## config.mk

```make
export PLATFORM = sky130hd
export DESIGN_NAME = pc_fetch
export DESIGN_NICKNAME = d
export VERILOG_FILES = /design/src/rtl/cpu_pkg.sv /design/src/rtl/pc_reg.sv /design/src/rtl/pc_fetch.sv
export SDC_FILE = /design/constraint.sdc
export NUM_CORES = 1
export LEC_CHECK = 0
export CAP_MARGIN = 20
export CORE_MARGIN = 5
export CORE_UTILIZATION = 23
export DETAILED_ROUTE_END_ITERATION = 6
export SLEW_MARGIN = 40
export SYNTH_ARGS = -nofsm -noshare
export SYNTH_HDL_FRONTEND = slang
export SYNTH_HIERARCHICAL = 1
export SYNTH_SLANG_ARGS = --single-unit
export TNS_END_PERCENT = 50
```

## constraint.sdc

```tcl
create_clock -name clk -period 3.2 [get_ports clk]
set_input_delay 0.8 -clock clk [delete_from_list [all_inputs] [get_ports clk]]
set_output_delay 0.8 -clock clk [all_outputs]
set_load 0.02 [all_outputs]
```

## src/rtl/cpu_pkg.sv

```systemverilog
// cpu_pkg: shared definitions for the 4-bit microcode processor front end.
//   CPU_ADDR_W  - PC / instruction-memory address width
//   CPU_INSTR_W - instruction word width
//   CNT_W       - width of the execute-cycle counter (EXEC_CYCLES up to 15)
//   INSTR_NOP   - instruction value presented while nothing has been fetched
//   fetch_state_e - sequencer states (ST_HOLD only reachable with single-step)
package cpu_pkg;

  localparam int CPU_ADDR_W  = 4;
  localparam int CPU_INSTR_W = 8;
  localparam int CNT_W       = 4;

  localparam logic [7:0] INSTR_NOP = 8'h00;

  typedef enum logic [1:0] {
    ST_IDLE  = 2'd0,
    ST_FETCH = 2'd1,
    ST_EXEC  = 2'd2,
    ST_HOLD  = 2'd3
  } fetch_state_e;

endpackage

```

## src/rtl/pc_reg.sv

```systemverilog
// pc_reg: program-counter register.
//   clk       - system clock, rising edge
//   rst_n     - asynchronous active-low clear
//   load_en   - load pc with load_val (jump)
//   inc_en    - increment pc, wrapping modulo 2^W
//   load_val  - jump target
//   pc_o      - current program counter
// load_en has priority over inc_en; the sequencer never asserts both.
module pc_reg #(
  parameter int W = 4
) (
  input  logic         clk,
  input  logic         rst_n,
  input  logic         load_en,
  input  logic         inc_en,
  input  logic [W-1:0] load_val,
  output logic [W-1:0] pc_o
);

  logic [W-1:0] pc_q;
  logic [W-1:0] pc_d;

  always_comb begin
    pc_d = pc_q;
    if (load_en) begin
      pc_d = load_val;
    end else if (inc_en) begin
      pc_d = pc_q + W'(1);  // natural wrap at 2^W
    end
  end

  always_ff @(posedge clk or negedge rst_n) begin
    if (!rst_n) begin
      pc_q <= '0;
    end else begin
      pc_q <= pc_d;
    end
  end

  assign pc_o = pc_q;

endmodule

```

## src/rtl/pc_fetch.sv

```systemverilog
// pc_fetch: program-counter and instruction-fetch sequencer.
//   clk         - system clock, rising edge
//   rst_n       - asynchronous active-low reset
//   run         - 1: fetch/execute continuously; 0: stop at next instruction boundary
//   step        - (PC_FETCH_SINGLE_STEP_EN only) advance one instruction from HOLD
//   mem_addr    - instruction-memory address (always the current PC)
//   mem_rd      - read request, high throughout FETCH
//   mem_data    - instruction word from memory
//   mem_ack     - memory data valid (any number of wait cycles)
//   instr_o     - registered instruction to the jump decoder
//   instr_valid - instr_o is being executed this cycle
//   pc_count    - jump target from decoder, 0 = sequential; sampled on last EXEC cycle
//   pc          - current program counter
// Optional feature macro: PC_FETCH_SINGLE_STEP_EN (adds step input and HOLD state).
module pc_fetch
  import cpu_pkg::*;
#(
  parameter int ADDR_W      = CPU_ADDR_W,
  parameter int INSTR_W     = CPU_INSTR_W,
  parameter int EXEC_CYCLES = 2
) (
  input  logic               clk,
  input  logic               rst_n,
  input  logic               run,
`ifdef PC_FETCH_SINGLE_STEP_EN
  input  logic               step,
`endif
  output logic [ADDR_W-1:0]  mem_addr,
  output logic               mem_rd,
  input  logic [INSTR_W-1:0] mem_data,
  input  logic               mem_ack,
  output logic [INSTR_W-1:0] instr_o,
  output logic               instr_valid,
  input  logic [ADDR_W-1:0]  pc_count,
  output logic [ADDR_W-1:0]  pc
);

  fetch_state_e       state_q;
  logic [CNT_W-1:0]   cnt_q;
  logic [INSTR_W-1:0] instr_q;
  logic               mem_rd_q;
  logic               valid_q;

  logic [ADDR_W-1:0]  pc_cur;
  logic               last_exec;
  logic               jump;
  logic               load_en;
  logic               inc_en;

  // pc_count is only meaningful once the bus flags have settled, i.e. on the
  // final execute cycle; a zero target means "fall through".
  assign last_exec = (state_q == ST_EXEC) && (cnt_q == '0);
  assign jump      = |pc_count;
  assign load_en   = last_exec && jump;
  assign inc_en    = last_exec && !jump;

  pc_reg #(
    .W (ADDR_W)
  ) u_pc_reg (
    .clk      (clk),
    .rst_n    (rst_n),
    .load_en  (load_en),
    .inc_en   (inc_en),
    .load_val (pc_count),
    .pc_o     (pc_cur)
  );

  // mem_rd and instr_valid are registered alongside the state so they are
  // exactly the FETCH and EXEC decodes without any output glitching.
  always_ff @(posedge clk or negedge rst_n) begin
    if (!rst_n) begin
      state_q  <= ST_IDLE;
      cnt_q    <= '0;
      instr_q  <= INSTR_W'(INSTR_NOP);
      mem_rd_q <= 1'b0;
      valid_q  <= 1'b0;
    end else begin
      case (state_q)
        ST_IDLE: begin
          if (run) begin
            state_q  <= ST_FETCH;
            mem_rd_q <= 1'b1;
          end
        end

        ST_FETCH: begin
          if (mem_ack) begin
            instr_q  <= mem_data;
            cnt_q    <= CNT_W'(EXEC_CYCLES - 1);
            state_q  <= ST_EXEC;
            mem_rd_q <= 1'b0;
            valid_q  <= 1'b1;
          end
        end

        ST_EXEC: begin
          if (cnt_q == '0) begin
            // PC is updated on this same edge by u_pc_reg.
            valid_q <= 1'b0;
            if (run) begin
`ifdef PC_FETCH_SINGLE_STEP_EN
              state_q <= ST_HOLD;
`else
              state_q  <= ST_FETCH;
              mem_rd_q <= 1'b1;
`endif
            end else begin
              state_q <= ST_IDLE;
            end
          end else begin
            cnt_q <= cnt_q - CNT_W'(1);
          end
        end

`ifdef PC_FETCH_SINGLE_STEP_EN
        ST_HOLD: begin
          if (!run) begin
            state_q <= ST_IDLE;
          end else if (step) begin
            state_q  <= ST_FETCH;
            mem_rd_q <= 1'b1;
          end
        end
`endif

        default: begin
          state_q  <= ST_IDLE;
          mem_rd_q <= 1'b0;
          valid_q  <= 1'b0;
        end
      endcase
    end
  end

  assign mem_addr    = pc_cur;
  assign pc          = pc_cur;
  assign mem_rd      = mem_rd_q;
  assign instr_valid = valid_q;
  assign instr_o     = instr_q;

endmodule

```

==> impl_results.md <==
- Grt ovf: 0
- Max Slew Vio Count: 0
- Die width: 78 µm
- # Post-CTS Setup Buffers: 0
- Start point of the critical path: pc_count[1]
- Vias in the first global route: 771
- Unrepaired setup endpoints after global routing: no
- Number of max-cap violations: 0
- Port Buffers: 33
- Core area: 4410 µm²
- Nets: 136
- Ant. Diodes: 0
- Commonest non-fill, non-tap cell in the layout: clkdlybuf4s50_1
- Commonest cells after routing, fill and taps aside: clkdlybuf4s50_1 (32), dfrtp_1 (20), nand2_1 (7), mux2_4 (7), a21oi_1 (6)
- Worst VDD drop: 0.000392 V
- Die height: 78 µm
- Final Skew: 0.00846 ns
- Pwr/cell area: 1010 nW/µm²
- Layout cells sized above 1: 0.198
- Setup CP Type: in -> reg
- Crit path DAT: 2.62 ns
- DP HPWL: 1770 µm
- Synth warn: 6
- Die area: 6080 µm²
- CTS tree: built
- Fill count: 434
- Synth Area per Inst: 12.4 µm²
- Worst slew margin: 0.674
- Post-Syn Instances: 86
- Initial antenna violation count: 0
- Clk buf depth: 2
- Final design utilization: 0.332
- # resized after CTS: 0
- Root buffer cell: clkbuf_8
- Wire per inst: 13.7 µm
- Gpl congestion: 0.740
- Status: complete, no violations
- Worst-Margin Slew: 0.485 ns
- Synthesized Nets: 105
- Area growth syn-to-layout: 37.8%
- Total CTS buffers: 3
- Final antenna-violating net count: 0
- R2r startpoint: cnt_q[0]
- Fmax: 404 MHz
- Initial Util: 0.241
- Hold Crit Class: in -> async
- Endpoints failing setup: 0
- Max FO, Critical Path: 4
- Startpoint types: primary input
- Mapped Area: 1060 µm²
- Seq/Total Area, Yosys: 0.471
- Gr usage total: 0.0768
- First-pass GRT wire length: 3890 µm
- Period utilization: 0.773
- Clock sinks: 20
- Yosys cell types: 32
- Initial DRT Pass Iterations: 4
- Critical Path End Type: register
- Row count: 24
- Drc violations: 0
- Pleak: 0.000634 µW
- Largest net degree at the start of global routing: 21
- Final TNS setup: 0 ns
- Minimum clock period: 2.47 ns
- CP required: 3.35 ns
- Detailed Route WL: 2300 µm
- Hold Buf Count CTS: 0
- Vias/cell: 4.43
- CTS H-tree lvls: 1
- Clock Latency Late Sink: 0.26 ns
- Ports: 34
- Hold Vio Cnt, Final: 0
- Clk pin slew, worst setup/hold paths: 0.08 ns
- Yosys reg bits: 20
- Multi-input logic area: 488 µm²
- DR iter-0 viols: 18
- Reg area: 500 µm²
- DR vias: 744
[registers in the layout, indices dropped and copies added, names as in the netlist]
register / flops
instr_o: 8
cnt_q: 4
u_pc_reg/pc_o: 4
state_q: 2
instr_valid: 1
mem_rd: 1
[critical path, cell delays in order]
cell	delay (ns)
clkdlybuf4s50_1	0.42
nor4_1	0.48
and4b_1	0.39
nand4_2	0.13
xnor2_1	0.14
mux2_2	0.26
[path summary, 6_finish.rpt]
| check | to | slack [ns] | cells past startpoint |
|---|---|---|---|
| worst max-delay path | u_pc_reg/pc_o[3] | 0.73 | 6 |
| worst min-delay path | u_pc_reg/pc_o[0] | 0.48 | 1 |
| worst max register to register | u_pc_reg/pc_o[3] | 1.14 | 7 |
| worst min register to register | instr_o[0] | 0.52 | 1 |
| max in group asynchronous | cnt_q[3] | 2.38 | 1 |
| min in group clk | instr_o[0] | 0.52 | 1 |
[area by class of cell]
type,count,share of cell area
multi-input combinational,55,0.333
timing repair buffer,33,0.222
sequential,20,0.342
tap,52,0.0444
clock inverter,1,0.0205
inverter,4,0.0102
clock buffer,3,0.0282
[stage by stage]
step,std cells,setup slack [ns],power [µW],area (µm²),hold slack (ns)
after global routing,168,0.602,1570,1470,0.523
after global placement,164,0.576,1220,1400,0.497
after CTS,168,0.709,1500,1470,0.501
after detailed placement,164,0.432,1240,1390,0.493
final,168,0.728,1480,1470,0.484
after floorplan,86,1.07,978,1060,0.504
[report_power, final]
group | switching (µW) | internal [µW] | total [µW] | leakage [µW]
logic | 327 | 399 | 727 | 0.000357
registers | 127 | 369 | 497 | 0.000241
clock network | 85.2 | 167 | 252 | 0.0000357
total | 540 | 936 | 1480 | 0.000634
[Yosys cell counts]
library cell  count  area (µm²)
nor3b_4           1        18.8
dfrtp_1          20         500
nor2_1            1        3.75
inv_1             4        15.0
o22ai_1           2        12.5
a21oi_1           6        30.0
xor2_1            1        8.76
xnor2_1           2        17.5
o32ai_1           1        8.76
or2_4             1        8.76
ha_1              3        37.5
and4b_1           1        10.0
mux2_4            7         105
buf_4             5        37.5
nand2_1           7        26.3
nand3_1           1        5.00
nor2b_1           1        6.26
buf_6             2        22.5
nand3b_1          1        7.51
nor3b_2           1        12.5
or2_2             1        6.26
nor4_1            1        6.26
nand4_2           1        12.5
nand2b_4          1        13.8
a221oi_2          1        15.0
o31ai_1           1        7.51
mux2_2            2        22.5
o21ai_0           5        25.0
mux2i_1           2        20.0
nand3b_4          1        20.0
a21o_1            1        7.51
nor4_2            1        12.5
[layer usage]
metal  part of all wire  global-route usage
met3              0.061              0.0301
met2               0.48               0.125
met5                  0                   0
met4                  0             0.00507
met1               0.45               0.101
[cells by family (layout without fill, tap and decap cells)]
logic type	Yosys count	count (layout)	share of synthesized area
AO/OA/AOI/OAI	17	17	0.100
XOR/XNOR	3	3	0.0247
adder cells (fa/ha/maj)	3	3	0.0353
buffers and inverters	11	41	0.0706
flip-flops	20	20	0.471
multiplexers	11	11	0.139
AND/OR/NAND/NOR	21	21	0.160
Note: power is estimated with default switching activity, not from simulation.
